<file path="src/rtl/soda_pkg.sv">
// Shared definitions for the soda machine datapath slice.
// Holds the value/count widths, default timing parameters and the
// state enums used by the debouncer and the init sequencer.
package soda_pkg;

  localparam int VAL_W = 8;
  localparam int CNT_W = 4;

  localparam int DEBOUNCE_CYCLES_DEF = 4;
  localparam int INIT_CYCLES_DEF     = 8;

  typedef enum logic [1:0] {
    IDLE,
    WAIT_HI,
    HIGH,
    WAIT_LO
  } deb_state_e;

  typedef enum logic {
    INIT,
    READY
  } init_state_e;

endpackage

</file>
<file path="src/rtl/soda_datapath_if.sv">
// Control/status bus between soda_fsm and soda_datapath.
//   tot_clr, tot_ld, rst_counter, d : commands from the FSM
//   c, tot_lt_s, count, init_done   : status back to the FSM
// master = FSM side, slave = datapath side.
interface soda_datapath_if;
  import soda_pkg::*;

  logic             tot_clr;
  logic             tot_ld;
  logic             rst_counter;
  logic             d;
  logic             c;
  logic             tot_lt_s;
  logic [CNT_W-1:0] count;
  logic             init_done;

  modport master (
    output tot_clr, tot_ld, rst_counter, d,
    input  c, tot_lt_s, count, init_done
  );

  modport slave (
    input  tot_clr, tot_ld, rst_counter, d,
    output c, tot_lt_s, count, init_done
  );

endinterface

</file>
<file path="src/rtl/coin_debounce.sv">
// Coin sensor conditioning: a 2-flop synchronizer followed by a
// four-state debouncer. Emits a single-cycle pulse on c each time a
// coin is accepted (stable high for DEBOUNCE_CYCLES samples).
// Ports:
//   clk     : system clock, rising edge
//   rst     : asynchronous active-low reset
//   coin_in : raw, bouncy, asynchronous sensor level
//   c       : one-cycle coin-accepted pulse
module coin_debounce
  import soda_pkg::*;
#(
  parameter int DEBOUNCE_CYCLES = DEBOUNCE_CYCLES_DEF
) (
  input  logic clk,
  input  logic rst,
  input  logic coin_in,
  output logic c
);

  localparam int DW = $clog2(DEBOUNCE_CYCLES + 1);
  localparam logic [DW-1:0] LAST = DW'(DEBOUNCE_CYCLES - 1);

  logic          sync1_q, sync1_d;
  logic          sync2_q, sync2_d;
  deb_state_e    state_q, state_d;
  logic [DW-1:0] cnt_q, cnt_d;
  logic          c_q, c_d;

  // All state registers; reset wipes any partial debounce progress.
  always_ff @(posedge clk or negedge rst) begin
    if (!rst) begin
      sync1_q <= 1'b0;
      sync2_q <= 1'b0;
      state_q <= IDLE;
      cnt_q   <= '0;
      c_q     <= 1'b0;
    end else begin
      sync1_q <= sync1_d;
      sync2_q <= sync2_d;
      state_q <= state_d;
      cnt_q   <= cnt_d;
      c_q     <= c_d;
    end
  end

  // Next-state logic. The sample that moves IDLE->WAIT_HI (or HIGH->WAIT_LO)
  // already counts as the first stable sample, so the transition out of the
  // wait state happens on the DEBOUNCE_CYCLES-th consecutive sample.
  always_comb begin
    sync1_d = coin_in;
    sync2_d = sync1_q;
    state_d = state_q;
    cnt_d   = cnt_q;
    c_d     = 1'b0;
    unique case (state_q)
      IDLE: begin
        if (sync2_q) begin
          state_d = WAIT_HI;
          cnt_d   = DW'(1);
        end
      end
      WAIT_HI: begin
        if (!sync2_q) begin
          state_d = IDLE;
          cnt_d   = '0;
        end else if (cnt_q >= LAST) begin
          state_d = HIGH;
          cnt_d   = '0;
          c_d     = 1'b1;
        end else begin
          cnt_d = cnt_q + 1'b1;
        end
      end
      HIGH: begin
        if (!sync2_q) begin
          state_d = WAIT_LO;
          cnt_d   = DW'(1);
        end
      end
      WAIT_LO: begin
        if (sync2_q) begin
          state_d = HIGH;
          cnt_d   = '0;
        end else if (cnt_q >= LAST) begin
          state_d = IDLE;
          cnt_d   = '0;
        end else begin
          cnt_d = cnt_q + 1'b1;
        end
      end
      default: begin
        state_d = IDLE;
        cnt_d   = '0;
      end
    endcase
  end

  assign c = c_q;

endmodule

</file>
<file path="src/rtl/soda_datapath.sv">
// Soda machine datapath: coin conditioning, running total with
// saturation, dispense-duration counter, change computation and the
// post-reset init sequencer.
// Ports:
//   clk, rst  : system clock (rising edge), async active-low reset
//   coin_in   : raw coin sensor level
//   coin_val  : value of the coin, captured when the coin is accepted
//   s         : soda price
//   change    : change owed from the last vend
//   fsm       : control/status bus to soda_fsm (slave side)
module soda_datapath
  import soda_pkg::*;
#(
  parameter int DEBOUNCE_CYCLES = DEBOUNCE_CYCLES_DEF,
  parameter int INIT_CYCLES     = INIT_CYCLES_DEF
) (
  input  logic             clk,
  input  logic             rst,
  input  logic             coin_in,
  input  logic [VAL_W-1:0] coin_val,
  input  logic [VAL_W-1:0] s,
  output logic [VAL_W-1:0] change,
  soda_datapath_if.slave   fsm
);

  localparam int IW = $clog2(INIT_CYCLES + 1);
  localparam logic [IW-1:0] INIT_LAST = IW'(INIT_CYCLES - 1);

  init_state_e      init_q, init_d;
  logic [IW-1:0]    init_cnt_q, init_cnt_d;
  logic [VAL_W-1:0] total_q, total_d;
  logic [VAL_W-1:0] coin_q, coin_d;
  logic [VAL_W-1:0] change_q, change_d;
  logic [CNT_W-1:0] count_q, count_d;
  logic             d_q, d_d;
  logic             ready;
  logic             deb_c;
  logic [VAL_W:0]   sum;

  coin_debounce #(
    .DEBOUNCE_CYCLES(DEBOUNCE_CYCLES)
  ) u_debounce (
    .clk     (clk),
    .rst     (rst),
    .coin_in (coin_in),
    .c       (deb_c)
  );

  // Accepted-coin pulses are masked until initialization completes.
  assign ready         = (init_q == READY);
  assign fsm.init_done = ready;
  assign fsm.c         = deb_c & ready;
  assign fsm.tot_lt_s  = (total_q < s);
  assign fsm.count     = count_q;
  assign change        = change_q;
  assign sum           = {1'b0, total_q} + {1'b0, coin_q};

  // State registers for the sequencer and all datapath registers.
  always_ff @(posedge clk or negedge rst) begin
    if (!rst) begin
      init_q     <= INIT;
      init_cnt_q <= '0;
      total_q    <= '0;
      coin_q     <= '0;
      change_q   <= '0;
      count_q    <= '0;
      d_q        <= 1'b0;
    end else begin
      init_q     <= init_d;
      init_cnt_q <= init_cnt_d;
      total_q    <= total_d;
      coin_q     <= coin_d;
      change_q   <= change_d;
      count_q    <= count_d;
      d_q        <= d_d;
    end
  end

  // Init sequencer: count INIT_CYCLES clocks, then stay READY until reset.
  always_comb begin
    init_d     = init_q;
    init_cnt_d = init_cnt_q;
    if (init_q == INIT) begin
      if (init_cnt_q == INIT_LAST) begin
        init_d = READY;
      end else begin
        init_cnt_d = init_cnt_q + 1'b1;
      end
    end
  end

  // Datapath update. The coin register captures coin_val at the end of the
  // c cycle, so a tot_ld issued during that same cycle still adds the
  // previously latched coin.
  always_comb begin
    total_d  = total_q;
    count_d  = count_q;
    change_d = change_q;
    d_d      = fsm.d;
    coin_d   = fsm.c ? coin_val : coin_q;
    if (!ready) begin
      total_d  = '0;
      count_d  = '0;
      change_d = '0;
    end else begin
      if (fsm.tot_clr) begin
        total_d = '0;
      end else if (fsm.tot_ld) begin
        total_d = sum[VAL_W] ? {VAL_W{1'b1}} : sum[VAL_W-1:0];
      end

      if (fsm.rst_counter) begin
        count_d = '0;
      end else if (fsm.d && (count_q != {CNT_W{1'b1}})) begin
        count_d = count_q + 1'b1;
      end

      if (fsm.tot_clr) begin
        change_d = '0;
      end else if (fsm.d && !d_q) begin
        change_d = (total_q < s) ? '0 : (total_q - s);
      end
    end
  end

endmodule

</file>
<file path="src/flat_wrapper.sv">
// flat-port wrapper written by rule: the top's interface ports become plain ports
module soda_datapath_flat import soda_pkg::*;
#(
  parameter int DEBOUNCE_CYCLES = DEBOUNCE_CYCLES_DEF,
  parameter int INIT_CYCLES     = INIT_CYCLES_DEF
)
  (clk, rst, coin_in, coin_val, s, change, fsm_tot_clr, fsm_tot_ld, fsm_rst_counter, fsm_d, fsm_c, fsm_tot_lt_s, fsm_count, fsm_init_done);
  soda_datapath_if fsm_i ();
  input  logic clk;
  input  logic rst;
  input  logic coin_in;
  input  logic [VAL_W-1:0] coin_val;
  input  logic [VAL_W-1:0] s;
  output logic [VAL_W-1:0] change;
  input wire logic [$bits(fsm_i.tot_clr)-1:0] fsm_tot_clr;
  input wire logic [$bits(fsm_i.tot_ld)-1:0] fsm_tot_ld;
  input wire logic [$bits(fsm_i.rst_counter)-1:0] fsm_rst_counter;
  input wire logic [$bits(fsm_i.d)-1:0] fsm_d;
  output wire logic [$bits(fsm_i.c)-1:0] fsm_c;
  output wire logic [$bits(fsm_i.tot_lt_s)-1:0] fsm_tot_lt_s;
  output wire logic [$bits(fsm_i.count)-1:0] fsm_count;
  output wire logic [$bits(fsm_i.init_done)-1:0] fsm_init_done;
  assign fsm_i.tot_clr = fsm_tot_clr;
  assign fsm_i.tot_ld = fsm_tot_ld;
  assign fsm_i.rst_counter = fsm_rst_counter;
  assign fsm_i.d = fsm_d;
  assign fsm_c = fsm_i.c;
  assign fsm_tot_lt_s = fsm_i.tot_lt_s;
  assign fsm_count = fsm_i.count;
  assign fsm_init_done = fsm_i.init_done;
  soda_datapath #(.DEBOUNCE_CYCLES(DEBOUNCE_CYCLES), .INIT_CYCLES(INIT_CYCLES)) u_core (.clk(clk), .rst(rst), .coin_in(coin_in), .coin_val(coin_val), .s(s), .change(change), .fsm(fsm_i));
endmodule
</file>
<file path="config.mk">
export PLATFORM = sky130hd
export DESIGN_NAME = soda_datapath_flat
export DESIGN_NICKNAME = d
export VERILOG_FILES = /design/src/rtl/soda_pkg.sv /design/src/rtl/soda_datapath_if.sv /design/src/rtl/coin_debounce.sv /design/src/rtl/soda_datapath.sv /design/src/flat_wrapper.sv
export SDC_FILE = /design/constraint.sdc
export NUM_CORES = 1
export LEC_CHECK = 0
export CAP_MARGIN = 10
export CORE_UTILIZATION = 50
export CTS_BUF_LIST = sky130_fd_sc_hd__clkbuf_8
export DETAILED_ROUTE_END_ITERATION = 10
export MAX_ROUTING_LAYER = met4
export PLACE_DENSITY = 0.78
export SETUP_SLACK_MARGIN = 0.15
export SYNTH_ARGS = -nofsm -noshare
export SYNTH_HDL_FRONTEND = slang
export SYNTH_SLANG_ARGS = --single-unit
</file>
<file path="constraint.sdc">
create_clock -name clk -period 2.13 [get_ports clk]
set_input_delay 0.213 -clock clk [delete_from_list [all_inputs] [get_ports clk]]
set_output_delay 0.213 -clock clk [all_outputs]
set_load 0.01 [all_outputs]
</file>
# After elaboration in Yosys (flattened, before gate mapping)
# Index checks and enable logic that the tools add are counted.
word_totals:
  reg_bits: 42
  out_inout_bits: 15
  wordCells: 70
classes:
  add_sub_neg: 5
  magnitude_cmp: 2
  n_eq_ne: 12
  mux: 29
  bitwise_logic: 3
  n_reduce_logical: 7
ops:
  columns: ["cell", "count"]
  rows:
  - ["8-bit 2-to-1 mux", 8]
  - ["3-bit 2-to-1 mux", 5]
  - ["3-bit != test, second input constant", 5]
  - ["2-bit 2-to-1 mux", 6]
  - ["4-bit 2-to-1 mux", 3]
  - ["3-bit case mux with 4 select lines", 1]
  - ["8-bit by 8-bit adder with 9-bit output", 1]
  - ["4-bit by 1-bit adder with 4-bit output, second input constant", 2]
  - ["8-bit < comparator", 1]
  - ["2-bit case mux with 4 select lines", 1]
  - ["8-bit subtractor", 1]
  - ["1-bit 2-to-1 mux", 5]
  - ["2-bit equality test, second input constant", 2]
  - ["4-bit by 3-bit equality test with 1-bit output, second input constant", 1]
  - ["2-bit != test, second input constant", 2]
  - ["4-bit != test, second input constant", 1]
  - ["2-bit AND reduction", 2]
  - ["4-bit AND reduction", 1]
  - ["3-bit by 1-bit adder with 3-bit output, second input constant", 1]
  - ["3-bit by 2-bit greater-or-equal comparator with 1-bit output, second input constant", 1]
  - ["2-bit by 1-bit equality test with 1-bit output, second input constant", 1]
  - ["1-bit logical AND", 2]
  - ["2-bit zero test", 1]
  - ["1-bit inverter", 2]
  - ["2 further kinds", 2]

# Depth between registers and ports, before layout
depth:
  word_depth: 5
  depth_mapped: 9

# Cells and area by module
# From an unflattened synthesis, not the netlist that was laid out.
hier_totals:
  hier_cells: 226
  hier_area_um2: 2394.8
modules_own_cells:
  columns: ["mod", "instances", "cells_per_inst", "area_per_inst_um2", "seq_area_each_um2"]
  rows:
  - ["soda_datapath", 1, 201, 2065.7, 850.8]
  - ["coin_debounce", 1, 25, 329.1, 200.2]

# Worst setup path before layout
# Ideal clock, no wire load.
synth_timing:
  kind: "register to register"
  from: "reg u_core.total_q[0]"
  to: "reg u_core.change_q[0], in the netlist u_core.change[0]"
  arrival_ns: 1.984
  required_ns: 2.009
  slack_ns: 0.025
  path_stages_with_launch: 10
  period_less_slack_ns: 2.105
  cell_sequence: "dfrtp_1 -> inv_1 -> ha_1 -> inv_1 -> fa_1 -> a211oi_2 -> o21ai_1 -> a31oi_2 -> nor3b_4 -> a22o_1"
synth_between:
  elab_chain_len: 5
synth_rtl:
  columns: ["item", "line", "rtl"]
  rows:
  - ["from (decl)", "soda_datapath.sv:31", "logic [VAL_W-1:0] total_q, total_d;"]
  - ["from (signal assigned)", "soda_datapath.sv:71", "total_q <= total_d;"]
  - ["8-bit < comparator", null, null]
  - ["via fsm_tot_lt_s", "flat_wrapper.sv:20", "output wire logic [$bits(fsm_i.tot_lt_s)-1:0] fsm_tot_lt_s;"]
  - ["8-bit 2-to-1 mux", "soda_datapath.sv:121", "change_d = (total_q < s) ? '0 : (total_q - s);"]
  - ["8-bit 2-to-1 mux", "soda_datapath.sv:120", "end else if (fsm.d && !d_q) begin"]
  - ["8-bit 2-to-1 mux", "soda_datapath.sv:118", "if (fsm.tot_clr) begin"]
  - ["8-bit 2-to-1 mux", "soda_datapath.sv:101", "if (!ready) begin"]
  - ["to (signal assigned)", "soda_datapath.sv:73", "change_q <= change_d;"]
  - ["to (decl)", "soda_datapath.sv:33", "logic [VAL_W-1:0] change_q, change_d;"]
# The timed path passes the listed nets, and every way through them passes these cells. The select of a mux whose other input is x is not followed.
# A chain may end at the register's enable or synchronous reset.

# Final worst setup path
layout_timing:
  from: "reg u_core.total_q[0]"
  to: "out fsm_tot_lt_s"
layout_between:
  elab_chain_len: 1
layout_rtl:
  columns: ["item", "line", "rtl"]
  rows:
  - ["8-bit < comparator", "soda_datapath.sv:53", "assign fsm.tot_lt_s = (total_q < s);"]
  - ["to (decl)", "flat_wrapper.sv:20", null]
# No other way between the ends.

==> run metrics <==
via count of the first global-routing pass=1823; Layout area overhead=32.9%; number of hold violations in the final report=0; fraction of synthesis flops using an asynchronous set or reset pin=100%; number of top-level pins=38; Critical Path, Cell by Cell=inv_2, ha_4, inv_2, fa_2, a211oi_2, o21ai_1, a31oi_2, buf_2; fill cell total of the finished layout=336; top cell types by occurrence after synthesis=dfrtp_1 (42), ha_1 (21), inv_1 (20); worst setup path category=reg2out; clk sink count=42; endpoint kind of the worst setup timing path=output port; pin slew with the least headroom to its limit=0.442 ns; slack of the worst reg-to-reg path=0.08 ns; Post-DRT Antenna Nets=0; CTS clock-pin slew for the worst setup and hold paths=0.08 ns; violations in the final reports=setup timing; Critical R2R Capture=u_core.change[5]; average detailed-routed wire length per instance=13.5 um; Critical Path Most Common Cell=inv_2; # nets final=333; TNS Setup=-0.0412 ns; number of port buffers=37; status=finished, violations left; total number of yosys warnings=0; total number of placement rows=24; worst-case vdd ir drop=0.573 mV; most instantiated flip-flop cell in the synthesis netlist=dfrtp_1; worst clock skew on the final layout=0.00284 ns; global-route wire length before repair=7850 um; final weighted congestion in routability-driven placement=0.799; Worst path max stage delay=0.39 ns; vias=1824; most repeated cell in the gate-level netlist after synthesis=dfrtp_1; area post-placement=0.00295 sq mm; final cell count without fillers=340; maximum clock insertion buffer count=2; Die Ht=70.4 um; half-perimeter wire length after detailed placement=3450 um; top cell type's share of synthesized area=44.9%; post-CTS setup buffers=0; unrepaired setup endpoints after global routing=yes; highest clock frequency the design can meet=461 MHz; combined area of all synthesized cells=0.00234 sq mm; library cell contributing the largest single delay on the critical path=dfrtp_1; max-cap violation count=0; TritonCTS buffer count=5; worst hold path type=in2reg; Detailed Route WL=4580 um; count of mapped cells out of synthesis=220; total global routing track utilization=20.6%; end point of the critical path=fsm_tot_lt_s; Static Leakage=0.00143 uW; synth unique cells=39; endpoint arrival time on the critical path=1.96 ns; cells taking the most area after synthesis=dfrtp_1 (45%), ha_1 (11%), mux2_2 (5.3%); core box area=0.00441 sq mm; number of enable flip-flop cells after synthesis=0; CTS tree=built; final setup violating endpoints=1; cell at the root of the clock tree=clkbuf_8; final std cell area, no fill=0.00311 sq mm; detailed router's first-iteration violation count=68; Critical Path Start Type=flop; effective utilization at floorplan=53.0%; Initial DRT Pass Iterations=4; post-synthesis net count=266; H-tree depth reported by CTS=2; required time reported for the critical path endpoint=1.92 ns; utilization of the core after routing=70.5%; final hold slack=0.352 ns; via-per-instance ratio=5.36; # diodes=0; number of DRC violations after detailed routing=0; maximum number of pins on one net before global-route repair=21; logic depth of the worst register-to-register path=10; FF+latch count, synth=42; minimum setup slack in the final design=-0.0412 ns; ratio of final minimum period to clock period=102%; Remaining Overflow, GRT=0; startpoint of the lowest-slack register-to-register path=u_core.total_q[0]; DIE WIDTH=70.4 um; ratio of cells with drive above 1 in the final layout=22.9%; number of antenna violations at the first check in global routing=0; leading area contributor after synthesis=dfrtp_1; pins over their slew limit=0; power per cell area=1090 mW/mm^2; sequential share of the synthesized area=44.9%; Crit. Startpoint=u_core.total_q[0]; Final min period=2.17 ns; worst max-slew margin expressed relative to the limit=70.4%; die area=0.00496 sq mm; CP Max Fanout=2; clock insertion delay at the later pin of the skew report=0.29 ns; Placed Instances=331; Post-Synthesis Mean Instance Area=10.6 sq um
-- timing repair --
| action | 4_1_cts | 5_1_grt |
|---|---|---|
| resized for setup | 15 | 9 |
| setup endpoints to repair | 17 | 17 |
| hold buffers | 1 | 0 |
| endpoints found under the hold margin | 18 | 0 |
| pin swaps | 14 | 6 |
-- how the worst min path moves through the flow --
stage	from	to	slack, ns	depth (start not counted)
3_5_place_dp	rst	u_core.change[0]	0.18	1
6_report	coin_in	u_core.u_debounce.sync1_q	0.35	1
3_3_place_gp	rst	u_core.change[0]	0.18	1
2_1_floorplan	rst	asynchronous set/reset pin	-0.08	0
5_1_grt	coin_in	u_core.u_debounce.sync1_q	0.35	1
4_1_cts	coin_in	u_core.u_debounce.sync1_q	0.34	1
-- cell type report --
class | instances | area, sq um | area share (%)
clock buffer | 5 | 68.8 | 2.21
clock inverter | 3 | 17.5 | 0.563
sequential | 42 | 1050 | 33.8
inverter | 20 | 75.1 | 2.41
multi-input combinational | 156 | 1280 | 41.3
timing repair buffer | 62 | 549 | 17.7
tap | 52 | 65.1 | 2.09
-- cell families after synthesis --
| group | Yosys count | synth area share (%) |
|---|---|---|
| fa+ha+maj | 23 | 12.9 |
| mux | 12 | 5.72 |
| compound gates | 61 | 17.1 |
| simple gates | 45 | 10.2 |
| xor+xnor | 15 | 5.61 |
| flops | 42 | 44.9 |
| buf+inv | 22 | 3.53 |
-- report_power, final --
| group | internal [uW] | switching, uW |
|---|---|---|
| Combinational | 884 | 866 |
| Clock | 226 | 271 |
| Sequential | 986 | 156 |
| Total | 2100 | 1290 |
-- worst max-delay path, delay by kind of cell (launching register included) --
| kind | cells | cell delay, ns |
|---|---|---|
| compound gates | 3 | 0.54 |
| fa+ha+maj | 2 | 0.46 |
| flops | 1 | 0.39 |
| buf+inv | 3 | 0.28 |
-- routing by layer --
layer  global-route usage [%]  vias to the layer above  part of all wire, %  wire length, um
met5                        -                        -                    0                0
met3                     4.47                        5                  2.9              135
met2                     34.8                       28                   51             2360
met4                     7.11                        0                  1.0               47
li1                         -                      913                    -                -
met1                     24.1                      878                   45             2040
-- placed cells by master, fill, tap and decap left out, types with 4 or more instances in the layout --
cell type,synthesis,layout
ha_1,21,19
inv_1,20,19
nand2b_1,5,5
xnor2_1,6,6
buf_4,0,24
mux2_2,11,11
nand3_1,7,7
xor2_1,9,9
dfrtp_1,42,42
nor2_1,8,8
o21ai_0,14,14
a21oi_2,0,8
a21oi_1,16,8
a22o_1,7,7
clkdlybuf4s50_1,0,34
clkbuf_8,0,5
a21o_1,4,4
nand2_1,11,11
-- flip-flops by register name, summed over array words and instances, names as in the netlist, named ones only --
register                   count
u_core.fsm.init_done           1
u_core.u_debounce.sync1_q      1
u_core.u_debounce.c            1
u_core.change                  8
u_core.fsm.count               4
u_core.u_debounce.state_q      1
u_core.d_q                     1
u_core.coin_q                  8
u_core.u_debounce.cnt_q        3
u_core.u_debounce.sync2_q      1
u_core.total_q                 8
u_core.init_cnt_q              4
-- stage by stage --
stage	setup slack, ns	total power (uW)
3_3_place_gp	-0.438	2680
5_1_grt	-0.126	3690
3_5_place_dp	-0.486	2740
4_1_cts	-0.127	3310
2_1_floorplan	0.102	2230
6_report	-0.0412	3390
Note: power is estimated with default switching activity, not from simulation.
